**src/rtl/am_dac_sequencer.sv**
```systemverilog
// Purpose: paces ranging distance samples into the AM_DAC at sine-period boundaries, slewing amplitude and ramping down on stop/stale.
// Latency: a sample accepted before a period_done is applied on that period_done; all outputs registered except sample_ready.
// Backpressure: one-entry pending buffer; sample_ready is low while a sample is pending or outside START/ACTIVE.
module am_dac_sequencer #(
  parameter int WIDTH         = 13,
  parameter int LOG2_MAX_DIST = 11,
  parameter int MAX_DIST      = 2**LOG2_MAX_DIST,
  parameter int RAMP_STEP     = 64,
  parameter int STALE_CYCLES  = 2**21,
  parameter int STALE_WIDTH   = $clog2(STALE_CYCLES+1)
) (
  input  logic             clk,
  input  logic             reset_n,
  input  logic             run,
  input  logic             sample_valid,
  input  logic [WIDTH-1:0] sample_data,
  output logic             sample_ready,
  input  logic             period_done,
  output logic             dac_enable,
  output logic [WIDTH-1:0] dac_distance,
  output logic             muted,
  output logic             stale
);

  typedef enum logic [1:0] {IDLE, START, ACTIVE, DRAIN} state_t;

  localparam logic [WIDTH-1:0]       MAX_DIST_W  = MAX_DIST[WIDTH-1:0];
  localparam logic [WIDTH:0]         STEP_W      = RAMP_STEP[WIDTH:0];
  localparam logic [STALE_WIDTH-1:0] STALE_LIMIT = STALE_CYCLES[STALE_WIDTH-1:0];

  state_t                 state_q, state_d;
  logic                   pending_q, pending_d;
  logic [WIDTH-1:0]       pending_data_q, pending_data_d;
  logic [WIDTH-1:0]       target_q, target_d;
  logic [WIDTH-1:0]       dist_d;
  logic                   enable_d;
  logic                   muted_d;
  logic                   stale_d;
  logic [STALE_WIDTH-1:0] stale_cnt_q, stale_cnt_d;
  logic                   accept;
  logic [WIDTH-1:0]       target_in;
  logic                   stale_hit;

  // Move cur toward tgt by at most RAMP_STEP; the extra top bit keeps the difference from wrapping.
  function automatic logic [WIDTH-1:0] step_toward(input logic [WIDTH-1:0] cur,
                                                   input logic [WIDTH-1:0] tgt);
    logic [WIDTH:0] c;
    logic [WIDTH:0] t;
    logic [WIDTH:0] diff;
    logic [WIDTH:0] r;
    c = {1'b0, cur};
    t = {1'b0, tgt};
    diff = (t >= c) ? (t - c) : (c - t);
    if (RAMP_STEP == 0 || diff <= STEP_W) begin
      r = t;
    end else if (t > c) begin
      r = c + STEP_W;
    end else begin
      r = c - STEP_W;
    end
    return r[WIDTH-1:0];
  endfunction

  assign sample_ready = (state_q == START || state_q == ACTIVE) && !pending_q;
  assign accept       = sample_valid && sample_ready;
  assign target_in    = (pending_data_q > MAX_DIST_W) ? MAX_DIST_W : pending_data_q;
  assign stale_hit    = (stale_cnt_q == STALE_LIMIT);

  // Next-state, sample capture, target update and amplitude stepping.
  always_comb begin
    state_d        = state_q;
    pending_d      = pending_q;
    pending_data_d = pending_data_q;
    target_d       = target_q;
    dist_d         = dac_distance;
    stale_d        = stale;
    stale_cnt_d    = stale_cnt_q;

    if (accept) begin
      pending_d      = 1'b1;
      pending_data_d = sample_data;
    end

    case (state_q)
      IDLE: begin
        dist_d      = '0;
        target_d    = '0;
        pending_d   = 1'b0;
        stale_cnt_d = '0;
        if (run) begin
          state_d = START;
          stale_d = 1'b0;
        end
      end
      START: begin
        dist_d      = '0;
        stale_cnt_d = '0;
        if (!run) begin
          state_d   = IDLE;
          pending_d = 1'b0;
        end else if (accept) begin
          state_d = ACTIVE;
        end
      end
      ACTIVE: begin
        if (accept) begin
          stale_cnt_d = '0;
        end else if (!stale_hit) begin
          stale_cnt_d = stale_cnt_q + STALE_WIDTH'(1);
        end
        if (!run || stale_hit) begin
          // Shutting down: aim for zero and drop whatever is waiting.
          state_d   = DRAIN;
          target_d  = '0;
          pending_d = 1'b0;
          if (stale_hit) begin
            stale_d = 1'b1;
          end
        end else if (period_done && pending_q) begin
          target_d  = target_in;
          pending_d = 1'b0;
        end
        if (period_done) begin
          dist_d = step_toward(dac_distance, target_d);
        end
      end
      DRAIN: begin
        if (period_done) begin
          if (dac_distance == '0) begin
            state_d = IDLE;
          end else begin
            dist_d = step_toward(dac_distance, '0);
          end
        end
      end
      default: begin
        state_d = IDLE;
      end
    endcase

    // Enable trails the state by one cycle on both entry to START and return to IDLE.
    enable_d = (state_q != IDLE);
    muted_d  = !enable_d || (dist_d == '0);
  end

  // State and output registers; reset clears everything immediately, no drain.
  always_ff @(posedge clk or negedge reset_n) begin
    if (!reset_n) begin
      state_q        <= IDLE;
      pending_q      <= 1'b0;
      pending_data_q <= '0;
      target_q       <= '0;
      dac_distance   <= '0;
      dac_enable     <= 1'b0;
      muted          <= 1'b1;
      stale          <= 1'b0;
      stale_cnt_q    <= '0;
    end else begin
      state_q        <= state_d;
      pending_q      <= pending_d;
      pending_data_q <= pending_data_d;
      target_q       <= target_d;
      dac_distance   <= dist_d;
      dac_enable     <= enable_d;
      muted          <= muted_d;
      stale          <= stale_d;
      stale_cnt_q    <= stale_cnt_d;
    end
  end

endmodule

```
**config.mk**
```make
export PLATFORM = sky130hd
export DESIGN_NAME = am_dac_sequencer
export DESIGN_NICKNAME = d
export VERILOG_FILES = /design/src/rtl/am_dac_sequencer.sv
export SDC_FILE = /design/constraint.sdc
export NUM_CORES = 1
export LEC_CHECK = 0
export CAP_MARGIN = 20
export CORE_MARGIN = 2
export CORE_UTILIZATION = 40
export CTS_CLUSTER_SIZE = 20
export DETAILED_ROUTE_END_ITERATION = 8
export GPL_TIMING_DRIVEN = 1
export MAX_ROUTING_LAYER = met4
export PLACE_DENSITY_LB_ADDON = 0.08
export SLEW_MARGIN = 20
export SYNTH_ARGS = -nofsm -noshare
export SYNTH_HDL_FRONTEND = slang
export SYNTH_SLANG_ARGS = --single-unit
```
**constraint.sdc**
```tcl
create_clock -name clk -period 7.3 [get_ports clk]
set_input_delay 1.095 -clock clk [delete_from_list [all_inputs] [get_ports clk]]
set_output_delay 1.095 -clock clk [all_outputs]
set_load 0.03 [all_outputs]
```
Yosys cells after proc, flatten, opt, wreduce, memory -nomap -nowiden
Index checks and enable logic that the tools add are counted.
{"block": "op_classes", "n_addsub": 6, "order_cmp": 6, "eq_ne": 11, "n_mux": 33, "reduce_logical": 19}
{"op": "13-bit two-way mux", "n": 10}
{"op": "22-bit two-way mux", "n": 2}
{"op": "22-bit one-hot mux with 2 select lines", "n": 1}
{"op": "13-bit one-hot mux with 3 select lines", "n": 1}
{"op": "14-bit by 7-bit <= comparator with 1-bit output (second input constant)", "n": 2}
{"op": "14-bit two-way mux", "n": 2}
{"op": "13-bit by 13-bit subtractor with 14-bit output", "n": 2}
{"op": "13-bit zero test", "n": 2}
{"op": "13-bit one-hot mux with 2 select lines", "n": 1}
{"op": "22-bit by 1-bit adder with 22-bit output (second input constant)", "n": 1}
{"op": "22-bit == test (second input constant)", "n": 1}
{"op": "1-bit by 13-bit subtractor with 14-bit output (first input constant)", "n": 1}
{"op": "13-bit by 7-bit adder with 13-bit output (second input constant)", "n": 1}
{"op": "1-bit by 13-bit >= comparator with 1-bit output (first input constant)", "n": 1}
{"op": "13-bit >= comparator", "n": 1}
{"op": "13-bit by 12-bit > comparator with 1-bit output (second input constant)", "n": 1}
{"op": "13-bit > comparator", "n": 1}
{"op": "13-bit by 7-bit subtractor with 13-bit output (second input constant)", "n": 1}
{"op": "2-bit two-way mux", "n": 6}
{"op": "2-bit inequality test (second input constant)", "n": 4}
{"op": "2-bit one-hot mux with 4 select lines", "n": 1}
{"op": "1-bit two-way mux", "n": 7}
{"op": "3-bit inequality test (second input constant)", "n": 2}
{"op": "2-bit nonzero test", "n": 3}
{"op": "13 further kinds", "n": 20}
{"block": "totals", "register_bits": 67, "inputBits": 18, "elab_cells": 84}

Depth between registers and ports, before layout
{"block": "depth", "ltp_word": 13, "mapped_depth": 26, "ltp_nobuf": 22}

Worst setup path after synthesis
OpenSTA, ideal clock, no wires.
{"block": "synth_path", "path_type": "input -> register", "start": "input period_done", "end": "register muted", "setup_time_ns": 0.097, "t_arrival_ns": 5.387, "t_required_ns": 7.203, "slack_ns": 1.816, "path_stages": 22, "n_path_buf": 3, "cell_sequence": "nand2_2 clkbuf_1 a22oi_1 nor2_1 inv_1 ha_1 clkbuf_1 and3b_1 o21ai_0 o221ai_1 a31oi_2 o21a_2 buf_6 mux2i_1 xnor2_1 a41oi_1 nand4b_4 nor2_8 o221ai_4 a22o_1 or4_1 o41ai_2"}
{"block": "synth_via", "elab_chain_len": 12, "word_cells_on_any_way": 17}
{"element": "from (decl)", "line": "18", "rtl": "input logic period_done,"}
{"element": "1-bit logical AND", "line": "119", "rtl": "end else if (period_done && pending_q) begin"}
{"element": "13-bit two-way mux", "line": "119"}
{"element": "13-bit two-way mux", "line": "111", "rtl": "if (!run || stale_hit) begin"}
{"element": "13-bit two-way mux", "line": "84", "rtl": "case (state_q)"}
{"element": "13-bit by 13-bit subtractor with 14-bit output or 13-bit >= comparator (tied branches)", "line": "53", "rtl": "diff = (t >= c) ? (t - c) : (c - t);"}
{"element": "14-bit two-way mux", "line": "53"}
{"element": "14-bit by 7-bit <= comparator with 1-bit output", "line": "54", "rtl": "if (RAMP_STEP == 0 || diff <= STEP_W) begin"}
{"element": "13-bit two-way mux", "line": "54"}
{"element": "13-bit two-way mux", "line": "123", "rtl": "if (period_done) begin"}
{"element": "13-bit one-hot mux with 3 select lines *", "line": "84"}
{"element": "via dist_d[2]", "line": "35", "rtl": "logic [WIDTH-1:0] dist_d;"}
{"element": "13-bit zero test *", "line": "143", "rtl": "muted_d = !enable_d || (dist_d == '0);"}
{"element": "1-bit logical OR *", "line": "143"}
{"element": "via muted_d", "line": "37", "rtl": "logic muted_d;"}
{"element": "to (signal assigned)", "line": "165", "rtl": "muted <= muted_d;"}
{"element": "to (decl)", "line": "21", "rtl": "output logic muted,"}
Mark *: on every way through the listed nets, which the timed path passes. The rest lies on a longest branch. The select of a mux whose other input is x is not followed.
A chain may end at the register's enable or synchronous reset.

Worst setup path in the final report
Ends and elaborated chain as after synthesis.

==> insert_results.sql <==
INSERT INTO impl_metrics (metric_group, metric, value, unit) VALUES
('floorplan', 'design.die.area', '14100', 'sq um'),
('clock_network', 'worstSkewPairLatency', '0.33', 'ns'),
('global_route', 'pin_count_of_the_biggest_net_entering_global_routing', '68', ''),
('clock_network', 'tritoncts.num_buffers', '9', ''),
('worst_setup_path', 'cp_capture_type', 'register', ''),
('sta', 'skew', '0.00496', 'ns'),
('global_route', 'grt_overflow_total', '0', ''),
('synth', 'synthesis.area_per_instance', '8.51', 'sq um'),
('synth', 'synth-seq-area-share', '31.8', '%'),
('worst_setup_path', 'crit_path_cell_trace', 'clkdlybuf4s50_1 -> and4bb_1 -> a22oi_1 -> nor2_1 -> inv_1 -> ha_1 -> nand4_1 -> a2111oi_0 -> o21ai_0 -> o311a_4 -> o21ai_4 -> mux2_4 -> o221ai_2 -> o311a_1 -> nand4b_4 -> nor2_8 -> o221ai_4 -> a22o_1 -> or4_1 -> o41ai_2', ''),
('flow_run', 'timing.max_cap.violations', '0', ''),
('synth', 'synth_edf_count', '0', ''),
('place', 'number_of_placed_instances_with_taps_included', '804', ''),
('sta', 'max-slew-margin-rel', '35.7', '%'),
('clock_network', 'htree_levels', '3', ''),
('finish', 'instances_no_fill', '819', ''),
('route', 'vias_per_cell', '5.99', ''),
('sta', 'final-max-slew-violation-count', '0', ''),
('clock_network', 'clock_tree_buffer_depth', '2', ''),
('sta', 'totalNegativeSetupSlack', '0', 'ns'),
('clock_network', 'post_cts.resized_instances', '0', ''),
('worst_setup_path', 'type_of_element_launching_the_critical_path', 'input port', ''),
('floorplan', 'ios', '35', ''),
('route', 'detail-route-antenna-nets', '0', ''),
('worst_setup_path', 'crit_slowest_cell', 'and4bb_1', ''),
('sta', 'hold_viol', '0', ''),
('synth', 'synth_cells', '619', ''),
('route', 'wl', '15600', 'um'),
('global_route', 'grt_first_pass_wirelength', '24900', 'um'),
('worst_setup_path', 'ff2ff_setup_slack', '0.87', 'ns'),
('sta', 'postLayoutSetupSlackWorst', '0.645', 'ns'),
('route', 'drt-pass1-iter-count', '5', ''),
('min_path', 'min-delay-path-class', 'register to register', ''),
('place', 'detailedPlace.worstSlack', '0.436', 'ns'),
('finish', 'filler_cell_count', '1284', ''),
('floorplan', 'floorplan.die.height', '119', 'um'),
('floorplan', 'die_width', '119', 'um'),
('run_status', 'outcome', 'finished clean', ''),
('floorplan', 'design.core.area', '12700', 'sq um'),
('synth', 'ys_types', '83', ''),
('finish', 'multi_input_combinational_cell_area', '3320', 'sq um'),
('clock_network', 'cts_setup_buffers', '0', ''),
('worst_setup_path', 'maximum_net_fanout_on_the_critical_path', '14', ''),
('worst_setup_path', 'crit_arrival', '6.89', 'ns'),
('sta', 'timing.final.crit_share', '91.2', '%'),
('sta', 'fmax', '0.150', 'GHz'),
('global_route', 'grtUsageTotal', '22.6', '%'),
('global_route', 'antenna_found_initial', '0', ''),
('clock_network', 'cts.hold.buffers_added', '0', ''),
('route', 'drt_drc_violations_left', '0', ''),
('floorplan', 'initial_core_util', '41.4', '%'),
('synth', 'yosysWarnings', '0', ''),
('worst_setup_path', 'critical_path_class', 'input port to register', ''),
('synth', 'yosys_register_bits', '67', ''),
('finish', 'drive_above_1_share', '9.74', '%'),
('route', 'routedWlPerCell', '19.0', 'um'),
('route', 'detailroute.via_count', '4907', ''),
('worst_setup_path', 'cp_data_required_time', '7.53', 'ns'),
('synth', 'post_synth_arst_share', '100', '%'),
('finish', 'fin_nets', '687', ''),
('place', 'globalplace.congestion', '0.957', ''),
('place', 'place.port_buffers', '34', ''),
('sta', 'finalSetupViolCount', '0', ''),
('synth', 'syn_area', '5270', 'sq um'),
('floorplan', 'placementRows', '41', ''),
('clock_network', 'worst_setup_hold_path_clk_slew', '0.06', 'ns'),
('sta', 'period_needed', '6.66', 'ns'),
('clock_network', 'clock_sinks', '67', ''),
('finish', 'synthToLayoutAreaGrowth', '15.3', '%'),
('place', 'dp_hpwl', '11600', 'um'),
('sta', 'hold_ws', '0.526', 'ns'),
('clock_network', 'ctsRootBufferMaster', 'clkbuf_16', ''),
('synth', 'dominantRegCellSynth', 'dfrtp_1', ''),
('finish', 'antenna-diode-count', '0', ''),
('global_route', 'grt_pass1_vias', '4539', ''),
('sta', 'unrepaired_setup_endpoints_after_global_routing', 'false', ''),
('worst_setup_path', 'worst_path_largest_cell_delay', '0.57', 'ns'),
('finish', 'ff_latch_area', '1680', 'sq um'),
('synth', 'post_synth_net_total', '663', ''),
('route', 'dr.first_iter.drc_count', '479', ''),
('clock_network', 'cts_tree', 'built', ''),
('sta', 'worst_slew_pin_slew', '0.958', 'ns');
sequential cells by signal (all words and copies together) (netlist names), named ones only:
signal          count
muted               1
stale               1
stale_cnt_q        22
pending_data_q     13
target_q           13
dac_distance       13
state_q             1
dac_enable          1
pending_q           1
layout by cell type (no fill, tap or decap), types with 3 or more instances in the layout:
cell type | synthesis | final
or4_1 | 3 | 3
nand2_1 | 62 | 62
a32oi_1 | 4 | 4
a211oi_1 | 8 | 8
o21bai_1 | 3 | 3
ha_1 | 26 | 26
or3_1 | 3 | 3
dfrtp_1 | 66 | 66
nand2b_1 | 5 | 5
xor2_1 | 14 | 14
clkbuf_16 | 0 | 9
a21oi_1 | 36 | 36
nand4_1 | 16 | 16
inv_1 | 39 | 39
nor2b_1 | 7 | 7
nor2_1 | 57 | 57
xnor2_1 | 14 | 14
a31oi_1 | 4 | 4
a21o_1 | 4 | 4
a22o_1 | 7 | 7
a22oi_1 | 12 | 12
mux2i_1 | 12 | 12
mux2_2 | 13 | 13
o31ai_1 | 8 | 8
nor3_1 | 13 | 13
nand3_1 | 20 | 20
a32o_1 | 3 | 3
and3_1 | 7 | 7
o22ai_1 | 20 | 20
and2_1 | 5 | 5
nor4_1 | 8 | 8
o21ai_0 | 26 | 26
buf_4 | 0 | 8
clkdlybuf4s50_1 | 0 | 33
o21a_1 | 4 | 4
kinds of logic after synthesis:
kind of cell,share of synthesized area (%)
AND/OR/NAND/NOR,22.2
AO/OA/AOI/OAI,24.2
buffers and inverters,5.18
flip-flops,31.8
XOR/XNOR,4.65
multiplexers,5.77
adder cells (fa/ha/maj),6.17
per-stage QoR:
step,area (sq um),util (%)
CTS,6070,47.7
global placement,5760,45.2
floorplan,5270,-
detailed placement,5760,45.2
global route,6070,47.7
finish,6070,47.7
worst paths after layout:
check | from | end | cells past startpoint
max in group asynchronous | reset_n | dac_distance[11] | 2
worst min register to register | stale_cnt_q[18] | stale_cnt_q[18] | 2
worst min-delay path | stale_cnt_q[18] | stale_cnt_q[18] | 2
worst max register to register | stale_cnt_q[14] | muted | 21
worst max-delay path | period_done | muted | 20
min in group asynchronous | reset_n | pending_data_q[1] | 2
final cells by class:
cell class	count	area share (%)
multi-input cells	483	54.6
clock buffers	10	3.93
flip-flops and latches	67	27.6
inverters	40	2.47
clock inverters	5	1.28
well taps	172	3.54
repair buffers	42	6.51
metal layers:
metal | share of wire, % | wire length, um | global-route usage [%] | vias up
li1 | - | - | - | 2333
met1 | 49 | 7650 | 33.6 | 2380
met2 | 44 | 6890 | 32.3 | 180
met3 | 5.8 | 905 | 3.09 | 14
met4 | 0.82 | 127 | 5.06 | 0
met5 | 0 | 0 | - | -
worst max-delay path, delay by kind of cell:
family | cells | cell delay, ns
AOI/OAI and AO/OA | 10 | 2.23
and+or+nand+nor | 6 | 2.07
adders and majority gates | 1 | 0.51
buffers and inverters | 2 | 0.61
muxes | 1 | 0.35
synth_stat cells, types with 4 or more instances:
| library cell | instances | share of area [%] |
|---|---|---|
| dfrtp_1 | 66 | 31 |
| nand2_1 | 62 | 4.4 |
| nor2_1 | 57 | 4.1 |
| inv_1 | 39 | 2.8 |
| a21oi_1 | 36 | 3.4 |
| ha_1 | 26 | 6.2 |
| o21ai_0 | 26 | 2.5 |
| clkbuf_1 | 21 | 1.5 |
| nand3_1 | 20 | 1.9 |
| o22ai_1 | 20 | 2.4 |
| nand4_1 | 16 | 1.9 |
| xnor2_1 | 14 | 2.3 |
| xor2_1 | 14 | 2.3 |
| mux2_2 | 13 | 2.8 |
| nor3_1 | 13 | 1.2 |
| a22oi_1 | 12 | 1.7 |
| mux2i_1 | 12 | 2.3 |
| a211oi_1 | 8 | 1.1 |
| nor4_1 | 8 | 0.95 |
| o31ai_1 | 8 | 1.1 |
| a22o_1 | 7 | 1.2 |
| and3_1 | 7 | 0.83 |
| nor2b_1 | 7 | 0.83 |
| and2_1 | 5 | 0.59 |
| buf_2 | 5 | 0.47 |
| nand2b_1 | 5 | 0.59 |
| a21o_1 | 4 | 0.57 |
| a31oi_1 | 4 | 0.47 |
| a32oi_1 | 4 | 0.66 |
| o21a_1 | 4 | 0.57 |
Power is not shown: default switching activity piles up to over one toggle a cycle in this logic, so the estimate is an artifact.
